[config.mk]
export PLATFORM = sky130hd
export DESIGN_NAME = vs_vmm_acc
export DESIGN_NICKNAME = d
export VERILOG_FILES = /design/src/rtl/vs_vmm_acc.sv
export SDC_FILE = /design/constraint.sdc
export NUM_CORES = 2
export LEC_CHECK = 0
export ABC_CLOCK_PERIOD_IN_PS = 7500
export CELL_PAD_IN_SITES_DETAIL_PLACEMENT = 2
export CELL_PAD_IN_SITES_GLOBAL_PLACEMENT = 2
export CORE_ASPECT_RATIO = 0.7
export CORE_MARGIN = 5
export CORE_UTILIZATION = 39
export DETAILED_ROUTE_END_ITERATION = 10
export GPL_ROUTABILITY_DRIVEN = 0
export PLACE_DENSITY_LB_ADDON = 0.1
export SYNTH_ARGS = -nofsm -noshare
export SYNTH_HDL_FRONTEND = slang
export SYNTH_SLANG_ARGS = --single-unit
[constraint.sdc]
create_clock -name clk -period 7.5 [get_ports clk]
set_clock_uncertainty 0.05 [all_clocks]
set_input_delay 1.5 -clock clk [delete_from_list [all_inputs] [get_ports clk]]
set_output_delay 1.5 -clock clk [all_outputs]
set_load 0.01 [all_outputs]
[src/rtl/vs_vmm_acc.sv]
// Systolic vector x matrix engine: per-column skewed MAC, K-accumulation and output deskew.
// Optional VS_VMM_SAT_EN clamps each lane result to the OUT_W range before deskew.
module vs_vmm_acc #(
  parameter  int unsigned DW        = 8,
  parameter  int unsigned TIN       = 4,
  parameter  int unsigned TOUT      = 4,
  parameter  int unsigned ACC_GUARD = 8,
  parameter  int unsigned OUT_W     = 16,
  localparam int unsigned PROD_W    = 2 * DW,
  localparam int unsigned ACC_W     = PROD_W + $clog2(TIN) + ACC_GUARD
) (
  input  logic                     clk,
  input  logic                     rst_n,
  input  logic                     i_vld,
  input  logic                     i_last,
  input  logic                     i_mode,
  input  logic [DW*TIN-1:0]        i_dat,
  input  logic [DW*TIN*TOUT-1:0]   i_wt,
  output logic                     o_vld,
  output logic [ACC_W*TOUT-1:0]    o_dat
);

  if (OUT_W < 2 || OUT_W >= ACC_W) begin : g_bad_out_w
    $error("vs_vmm_acc: OUT_W must lie in [2, ACC_W-1]");
  end

  function automatic logic [ACC_W-1:0] ext(input logic [DW-1:0] v, input logic sgn);
    ext = {{(ACC_W-DW){sgn & v[DW-1]}}, v};
  endfunction

`ifdef VS_VMM_SAT_EN
  function automatic logic [ACC_W-1:0] clamp(input logic [ACC_W-1:0] a, input logic sgn);
    logic [ACC_W-1:0] smax, smin, umax;
    smax = {{(ACC_W-OUT_W+1){1'b0}}, {(OUT_W-1){1'b1}}};
    smin = {{(ACC_W-OUT_W+1){1'b1}}, {(OUT_W-1){1'b0}}};
    umax = {{(ACC_W-OUT_W){1'b0}}, {OUT_W{1'b1}}};
    clamp = a;
    if (sgn) begin
      if ($signed(a) > $signed(smax))      clamp = smax;
      else if ($signed(a) < $signed(smin)) clamp = smin;
    end else if (a > umax) begin
      clamp = umax;
    end
  endfunction
`endif

  // Shared skew chain: index 0 is the stage-0 register, index j feeds column j.
  logic [DW*TIN-1:0]      dat_q [TOUT];
  logic [TOUT-1:0]        vld_q;
  logic [TOUT-1:0]        last_q;
  logic [TOUT-1:0]        mode_q;
  logic [DW*TIN*TOUT-1:0] wt0_q;
  logic                   last_done;
  logic                   res_vld_q;

  always_ff @(posedge clk or negedge rst_n) begin
    if (!rst_n) begin
      for (int unsigned i = 0; i < TOUT; i++) dat_q[i] <= '0;
      vld_q  <= '0;
      last_q <= '0;
      mode_q <= '0;
      wt0_q  <= '0;
    end else begin
      dat_q[0]  <= i_dat;
      vld_q[0]  <= i_vld;
      last_q[0] <= i_last;
      mode_q[0] <= i_mode;
      wt0_q     <= i_wt;
      for (int unsigned i = 1; i < TOUT; i++) begin
        dat_q[i]  <= dat_q[i-1];
        vld_q[i]  <= vld_q[i-1];
        last_q[i] <= last_q[i-1];
        mode_q[i] <= mode_q[i-1];
      end
    end
  end

  for (genvar j = 0; j < TOUT; j++) begin : g_col
    logic [DW*TIN-1:0] wt_c;
    logic [ACC_W-1:0]  prod_d;
    logic [ACC_W-1:0]  mac_q;
    logic [ACC_W-1:0]  acc_q;
    logic [ACC_W-1:0]  res_d;
    logic [ACC_W-1:0]  res_q;
    logic [ACC_W-1:0]  lane;
    logic              mac_vld_q;
    logic              mac_last_q;
    logic              first_q;
    logic              done_q;

    // Weights enter the chain at stage 0 and only this column's slice is delayed.
    if (j == 0) begin : g_w0
      assign wt_c = wt0_q[0 +: DW*TIN];
    end else begin : g_wsk
      logic [DW*TIN-1:0] wsk_q [j];
      always_ff @(posedge clk or negedge rst_n) begin
        if (!rst_n) begin
          for (int unsigned i = 0; i < j; i++) wsk_q[i] <= '0;
        end else begin
          wsk_q[0] <= wt0_q[j*DW*TIN +: DW*TIN];
          for (int unsigned i = 1; i < j; i++) wsk_q[i] <= wsk_q[i-1];
        end
      end
      assign wt_c = wsk_q[j-1];
    end

    always_comb begin
      prod_d = '0;
      for (int unsigned k = 0; k < TIN; k++) begin
        prod_d = prod_d + ext(dat_q[j][k*DW +: DW], mode_q[j]) *
                          ext(wt_c[k*DW +: DW], mode_q[j]);
      end
    end

`ifdef VS_VMM_SAT_EN
    logic mac_mode_q;
    logic done_mode_q;
    always_ff @(posedge clk or negedge rst_n) begin
      if (!rst_n) begin
        mac_mode_q  <= 1'b0;
        done_mode_q <= 1'b0;
      end else begin
        mac_mode_q <= mode_q[j];
        if (mac_vld_q) done_mode_q <= mac_mode_q;
      end
    end
    assign res_d = clamp(acc_q, done_mode_q);
`else
    assign res_d = acc_q;
`endif

    always_ff @(posedge clk or negedge rst_n) begin
      if (!rst_n) begin
        mac_q      <= '0;
        mac_vld_q  <= 1'b0;
        mac_last_q <= 1'b0;
        acc_q      <= '0;
        first_q    <= 1'b1;
        done_q     <= 1'b0;
        res_q      <= '0;
      end else begin
        mac_q      <= prod_d;
        mac_vld_q  <= vld_q[j];
        mac_last_q <= last_q[j];
        if (mac_vld_q) begin
          acc_q   <= first_q ? mac_q : acc_q + mac_q;
          first_q <= mac_last_q;
        end
        done_q <= mac_vld_q & mac_last_q;
        if (done_q) res_q <= res_d;
      end
    end

    if (j == TOUT-1) begin : g_tap
      assign last_done = done_q;
      assign lane      = res_q;
    end else begin : g_dsk
      logic [ACC_W-1:0] dsk_q [TOUT-1-j];
      always_ff @(posedge clk or negedge rst_n) begin
        if (!rst_n) begin
          for (int unsigned i = 0; i < TOUT-1-j; i++) dsk_q[i] <= '0;
        end else begin
          dsk_q[0] <= res_q;
          for (int unsigned i = 1; i < TOUT-1-j; i++) dsk_q[i] <= dsk_q[i-1];
        end
      end
      assign lane = dsk_q[TOUT-2-j];
    end

    assign o_dat[j*ACC_W +: ACC_W] = lane;
  end

  always_ff @(posedge clk or negedge rst_n) begin
    if (!rst_n) res_vld_q <= 1'b0;
    else        res_vld_q <= last_done;
  end

  assign o_vld = res_vld_q;

endmodule

; ---- Word level (Yosys, flattened, before mapping)
; Index checks and enable logic that the tools add are counted.
[word_totals]
ff_bits = 925
inputBits = 165
output_inout_bits = 105
elab_cells = 121
[classes]
add_sub_neg = 16
multipliers = 16
muxes = 4
bitwise = 36
[op_table]
columns = op, n
row1 = $mul A9 B9 Y18, 16
row2 = $add A26 B26 Y26, 4
row3 = $mux W26, 4
row4 = $add A20 B18 Y21, 4
row5 = $add A19 B18 Y20, 4
row6 = $add A18 B18 Y19, 4
row7 = $and A1 B1 Y1, 36

; ---- Longest topological paths before layout
[logic_depth]
word_depth = 5
ltp_mapped = 28
ltp_nobuf = 27

; ---- Worst setup path before layout
; Ideal clock, no wire load.
[synth_timing]
path_kind = register to register
from = reg dat_q[23] (netlist bit)
to = reg g_col[3].mac_q[19]
setup_ps = 80
t_arrival_ps = 7003
required_ps = 7370
path_slack_ps = 367
path_stages_with_launch = 27
path_buffers = 2
period_less_slack_ps = 7133
cell_sequence = dfrtp_1 clkbuf_1 and2_1 clkbuf_1 nand2_1 inv_1 fa_1 inv_1 fa_1 inv_1 fa_1 fa_1 fa_1 fa_1 fa_1 inv_1 fa_1 inv_1 ha_1 a21o_1 a21o_1 a21oi_1 o21ai_0 a2111oi_0 o21bai_1 a21oi_1 xnor2_1
[synth_via]
elab_chain_cells = 4
[synth_lines]
columns = item, line_no
row1 = start: declaration, 48  ; logic [DW*TIN-1:0] dat_q [TOUT];
row2 = start signal: indexed assignment, 70  ; dat_q[i] <= dat_q[i-1];
row3 = $and A1 B1 Y1, 28  ; ext = {{(ACC_W-DW){sgn & v[DW-1]}}, v};
row4 = $mul A9 B9 Y18 *, 110  ; prod_d = prod_d + ext(dat_q[j][k*DW +: DW], mode_q[j]) *
row5 = $add A19 B18 Y20 *, 110
row6 = $add A20 B18 Y21 *, 110
row7 = via g_col[3].prod_d[19], 80  ; logic [ACC_W-1:0] prod_d;
row8 = end signal: assignment, 142  ; mac_q <= prod_d;
row9 = end: declaration, 81  ; logic [ACC_W-1:0] mac_q;
; Mark *: on every way through the listed nets, which the timed path passes. The rest lies on a longest branch.
; A chain may end at the register's enable or synchronous reset.

; ---- Worst setup path in the final report
[layout_timing]
from = reg mode_q[2]
to = reg, netlist name g_col[2].mac_q[20]
[layout_via]
elab_chain_cells = 5
elab_cells_between_ends = 15
cone_classes = add/sub: 3 / mul: 4 / bitwise: 8
[layout_lines]
columns = item, line_no
row1 = start: declaration, 51  ; logic [TOUT-1:0] mode_q;
row2 = start signal: indexed assignment, 73  ; mode_q[i] <= mode_q[i-1];
row3 = $and A1 B1 Y1, 28
row4 = $mul A9 B9 Y18, 110
row5 = $add A18 B18 Y19, 110
row6 = $add A19 B18 Y20, 110
row7 = $add A20 B18 Y21 *, 110
row8 = via g_col[2].prod_d[20], 80
; Marks and branches as above.

==> results.sh <==
export IMPL_outcome="completed"
export IMPL_critical_path_buf_inv_count=12
export IMPL_layout_cells_non_filler=11310
export IMPL_synth_nets=10130
export IMPL_initialDrtViolationCount=3318
export IMPL_cts_root_buf="sky130_fd_sc_hd__clkbuf_16"
export IMPL_mostFrequentLayoutCell="sky130_fd_sc_hd__inv_1"
export IMPL_arrival_ns=8.01
export IMPL_hold_path_end="g_col[2].g_wsk.wsk_q[39]"
export IMPL_critical_path_top_delay_family="adder cells"
export IMPL_synth_async_reset_ratio_pct=100.0
export IMPL_cts_max_path_buffers=3
export IMPL_setup_viol=0
export IMPL_synth_edff_count=0
export IMPL_cp_slowest_cell="sky130_fd_sc_hd__fa_2"
export IMPL_min_from="wt0_q[71]"
export IMPL_fill_cells=22240
export IMPL_start_util_pct=39.23
export IMPL_antenna_left=0
export IMPL_final_hold_slack_ns=0.2844
export IMPL_floorplan_core_area_mm2=0.2170
export IMPL_num_vias=55590
export IMPL_die_h_um=400.9
export IMPL_worst_path_most_repeated_cell="sky130_fd_sc_hd__fa_1"
export IMPL_synthesis_yosys_warnings=0
export IMPL_routed_via_density=4.915
export IMPL_synth_cell_types=81
export IMPL_design_die_area_mm2=0.2279
export IMPL_clk_pin_slew_ns=0.07
export IMPL_dpl_cell_area_mm2=0.09299
export IMPL_die_x_um=568.5
export IMPL_max_slew_worst_pin_slew_ns=1.141
export IMPL_min_path_cells=0
export IMPL_post_cts_hold_buffer_count=0
export IMPL_critPathRequiredTime_ns=8.12
export IMPL_fin_tns_setup_ns=0
export IMPL_critical_path_startpoint="mode_q[2]"
export IMPL_drt_pre_antenna_iters=5
export IMPL_post_dp_hpwl_um=231300
export IMPL_placementRows=143
export IMPL_tritoncts="built"
export IMPL_post_synth_cell_area_avg_um2=10.86
export IMPL_finalWorstPathRequiredPeriod_ns=7.383
export IMPL_type_of_element_launching_the_critical_path="flip-flop"
export IMPL_worstPathMaxFanout=8
export IMPL_period_share_pct=98.44
export IMPL_grt_setup_unrepaired="yes"
export IMPL_grt_max_degree=158
export IMPL_crit_reg2reg_launch="mode_q[2]"
export IMPL_grtUsageTotal_pct=24.40
export IMPL_routed_wire_length_um=271900
export IMPL_report_final_slew_viol_count=0
export IMPL_grt_pass1_wl_um=419900
export IMPL_final_cell_mix="1,838 x sky130_fd_sc_hd__inv_1, 1,567 x sky130_fd_sc_hd__fa_1, 865 x sky130_fd_sc_hd__dfrtp_1, 750 x sky130_fd_sc_hd__nand2_1, 496 x sky130_fd_sc_hd__ha_1"
export IMPL_ys_flop_type="sky130_fd_sc_hd__dfrtp_1"
export IMPL_ys_ff_latch=919
export IMPL_synthToLayoutAreaGrowth_pct=14.64
export IMPL_antenna_violations_before_repair=29
export IMPL_num_io_pins=270
export IMPL_logic_depth_of_the_worst_register_to_register_path=28
export IMPL_wl_per_cell_um=24.04
export IMPL_cts_sinks=919
export IMPL_timing_reg2reg_setup_slack_ns=0.12
export IMPL_io_buffers=269
export IMPL_synthesis_area_mm2=0.08515
export IMPL_cts_htree_levels=3
export IMPL_timing_worst_setup_path_type="flip-flop to flip-flop"
export IMPL_final_net_count=10600
export IMPL_max_freq_ghz=0.1354
export IMPL_crit_path_max_incr_delay_ns=0.61
export IMPL_max_cap_violations=0
export IMPL_max_slew_margin_pct=23.93
export IMPL_route_detailed_drc=0
export IMPL_clock_latency_ns=0.77
export IMPL_place_detailed_instances=11070
export IMPL_hold_violations=0
export IMPL_ys_seq_area_share_pct=27.01
export IMPL_hp_class="flip-flop to flip-flop"
export IMPL_first_global_vias=65780
export IMPL_crit_path_end_kind="flip-flop"
export IMPL_stdcell_area_mm2=0.09761
export IMPL_layout_cells_sized_above_1_pct=11.56
export IMPL_postSynthCellCount=7842
export IMPL_grt_overflow_total=0
export IMPL_r2r_end="g_col[2].mac_q[20]"
export IMPL_numCtsBuffers=103
[final cells by class]
type / count / area, µm² / area share [%]
Clock buffer: 133 / 2910 / 2.981
Clock inverter: 60 / 819.5 / 0.8396
Antenna cell: 16 / 40.04 / 0.04102
Timing Repair Buffer: 661 / 5801 / 5.942
Sequential cell: 919 / 23070 / 23.63
Multi-Input combinational cell: 4768 / 54380 / 55.71
Tap cell: 2900 / 3628 / 3.717
Inverter: 1853 / 6959 / 7.129
[cells in the mapped netlist (10+ instances only)]
master                     instances  area share, %
sky130_fd_sc_hd__inv_1          1851            8.2
sky130_fd_sc_hd__fa_1           1612             38
sky130_fd_sc_hd__dfrtp_1         915             27
sky130_fd_sc_hd__nand2_1         768            3.4
sky130_fd_sc_hd__ha_1            512            7.5
sky130_fd_sc_hd__and2_1          485            3.6
sky130_fd_sc_hd__nor2_1          242            1.1
sky130_fd_sc_hd__clkbuf_1        239            1.1
sky130_fd_sc_hd__a21oi_1         211            1.2
sky130_fd_sc_hd__xnor2_1         135            1.4
sky130_fd_sc_hd__mux2_2          114            1.5
sky130_fd_sc_hd__o21ai_0          71           0.42
sky130_fd_sc_hd__a21o_1           60           0.53
sky130_fd_sc_hd__or2_2            59           0.43
sky130_fd_sc_hd__buf_4            52           0.46
sky130_fd_sc_hd__nand3_1          49           0.29
sky130_fd_sc_hd__xor2_1           48           0.49
sky130_fd_sc_hd__and3_1           42           0.31
sky130_fd_sc_hd__nand2b_1         35           0.26
sky130_fd_sc_hd__nor3_1           34           0.20
sky130_fd_sc_hd__a31oi_1          31           0.23
sky130_fd_sc_hd__o21a_1           25           0.22
sky130_fd_sc_hd__o21bai_1         24           0.21
sky130_fd_sc_hd__nor2b_1          23           0.17
sky130_fd_sc_hd__a211oi_1         18           0.16
sky130_fd_sc_hd__mux2i_1          18           0.21
sky130_fd_sc_hd__nand4_1          13          0.096
sky130_fd_sc_hd__o211ai_1         13           0.11
sky130_fd_sc_hd__or3_1            10          0.073
[how the worst max path moves through the flow]
stage / cells past startpoint / to / slack (ns)
global placement: 25 / g_col[0].mac_q[20] / -0.16
detailed placement: 23 / g_col[3].mac_q[19] / -0.27
CTS: 24 / g_col[1].mac_q[20] / 0.001
finish: 28 / g_col[2].mac_q[20] / 0.12
floorplan: 26 / g_col[3].mac_q[19] / 0.37
global route: 27 / g_col[1].mac_q[20] / -0.09
[stage by stage]
step	setup slack (ns)	util, %
6_report	0.1169	44.98
5_1_grt	-0.09023	44.96
3_3_place_gp	-0.1618	42.85
4_1_cts	0.001434	44.59
2_1_floorplan	0.3666	-
3_5_place_dp	-0.2671	42.85
[cell families after synthesis]
kind of cell | after synthesis | share of synthesized area, %
buffers and inverters | 2155 | 9.739
multiplexers | 132 | 1.719
XOR/XNOR | 183 | 1.882
flip-flops | 919 | 27.01
AND/OR/NAND/NOR | 1781 | 10.04
AO/OA/AOI/OAI | 548 | 4.178
adder cells (fa/ha/maj) | 2124 | 45.42
[routing by layer]
metal	vias up	global-route usage [%]	routed length, µm
li1	24120	-	-
met3	215	4.716	16500
met1	30110	37.78	134100
met2	1137	35.88	116400
met4	6	4.382	4864
met5	-	0	41
[worst register-to-register path, delay by kind of cell, from the launching register on]
family	cells	cell delay [ns]
DFF	1	0.40
AOI/OAI and AO/OA	4	0.68
buffers and inverters	12	1.32
and+or+nand+nor	2	0.29
adders and majority gates	9	4.38
xor gates and xnor gates	1	0.16
[timing repair]
item | CTS | global route
endpoints found under the setup margin | 11 | 28
resized for setup | 19 | 198
pin swaps | 1 | 77
buffers inserted | 0 | 27
[flip-flops by register name (all words and copies together), names as in the netlist]
| name | flops |
|---|---|
| dat_q | 128 |
| g_col.g_wsk.wsk_q | 128 |
| wt0_q | 128 |
| g_col.acc_q | 104 |
| g_col.g_dsk.dsk_q | 104 |
| g_col.mac_q | 84 |
| g_col.lane | 78 |
| g_col.res_q | 78 |
| g_col.wt_c | 64 |
| g_col.done_q | 4 |
| g_col.first_q | 4 |
| mode_q | 4 |
| last_q | 3 |
| vld_q | 3 |
| g_col.mac_last_q | 2 |
| g_col.mac_vld_q | 2 |
| o_vld | 1 |
Power is left out: the tool's default activity adds up to more than one toggle a clock period on the data nets, which glitch-free logic cannot reach.
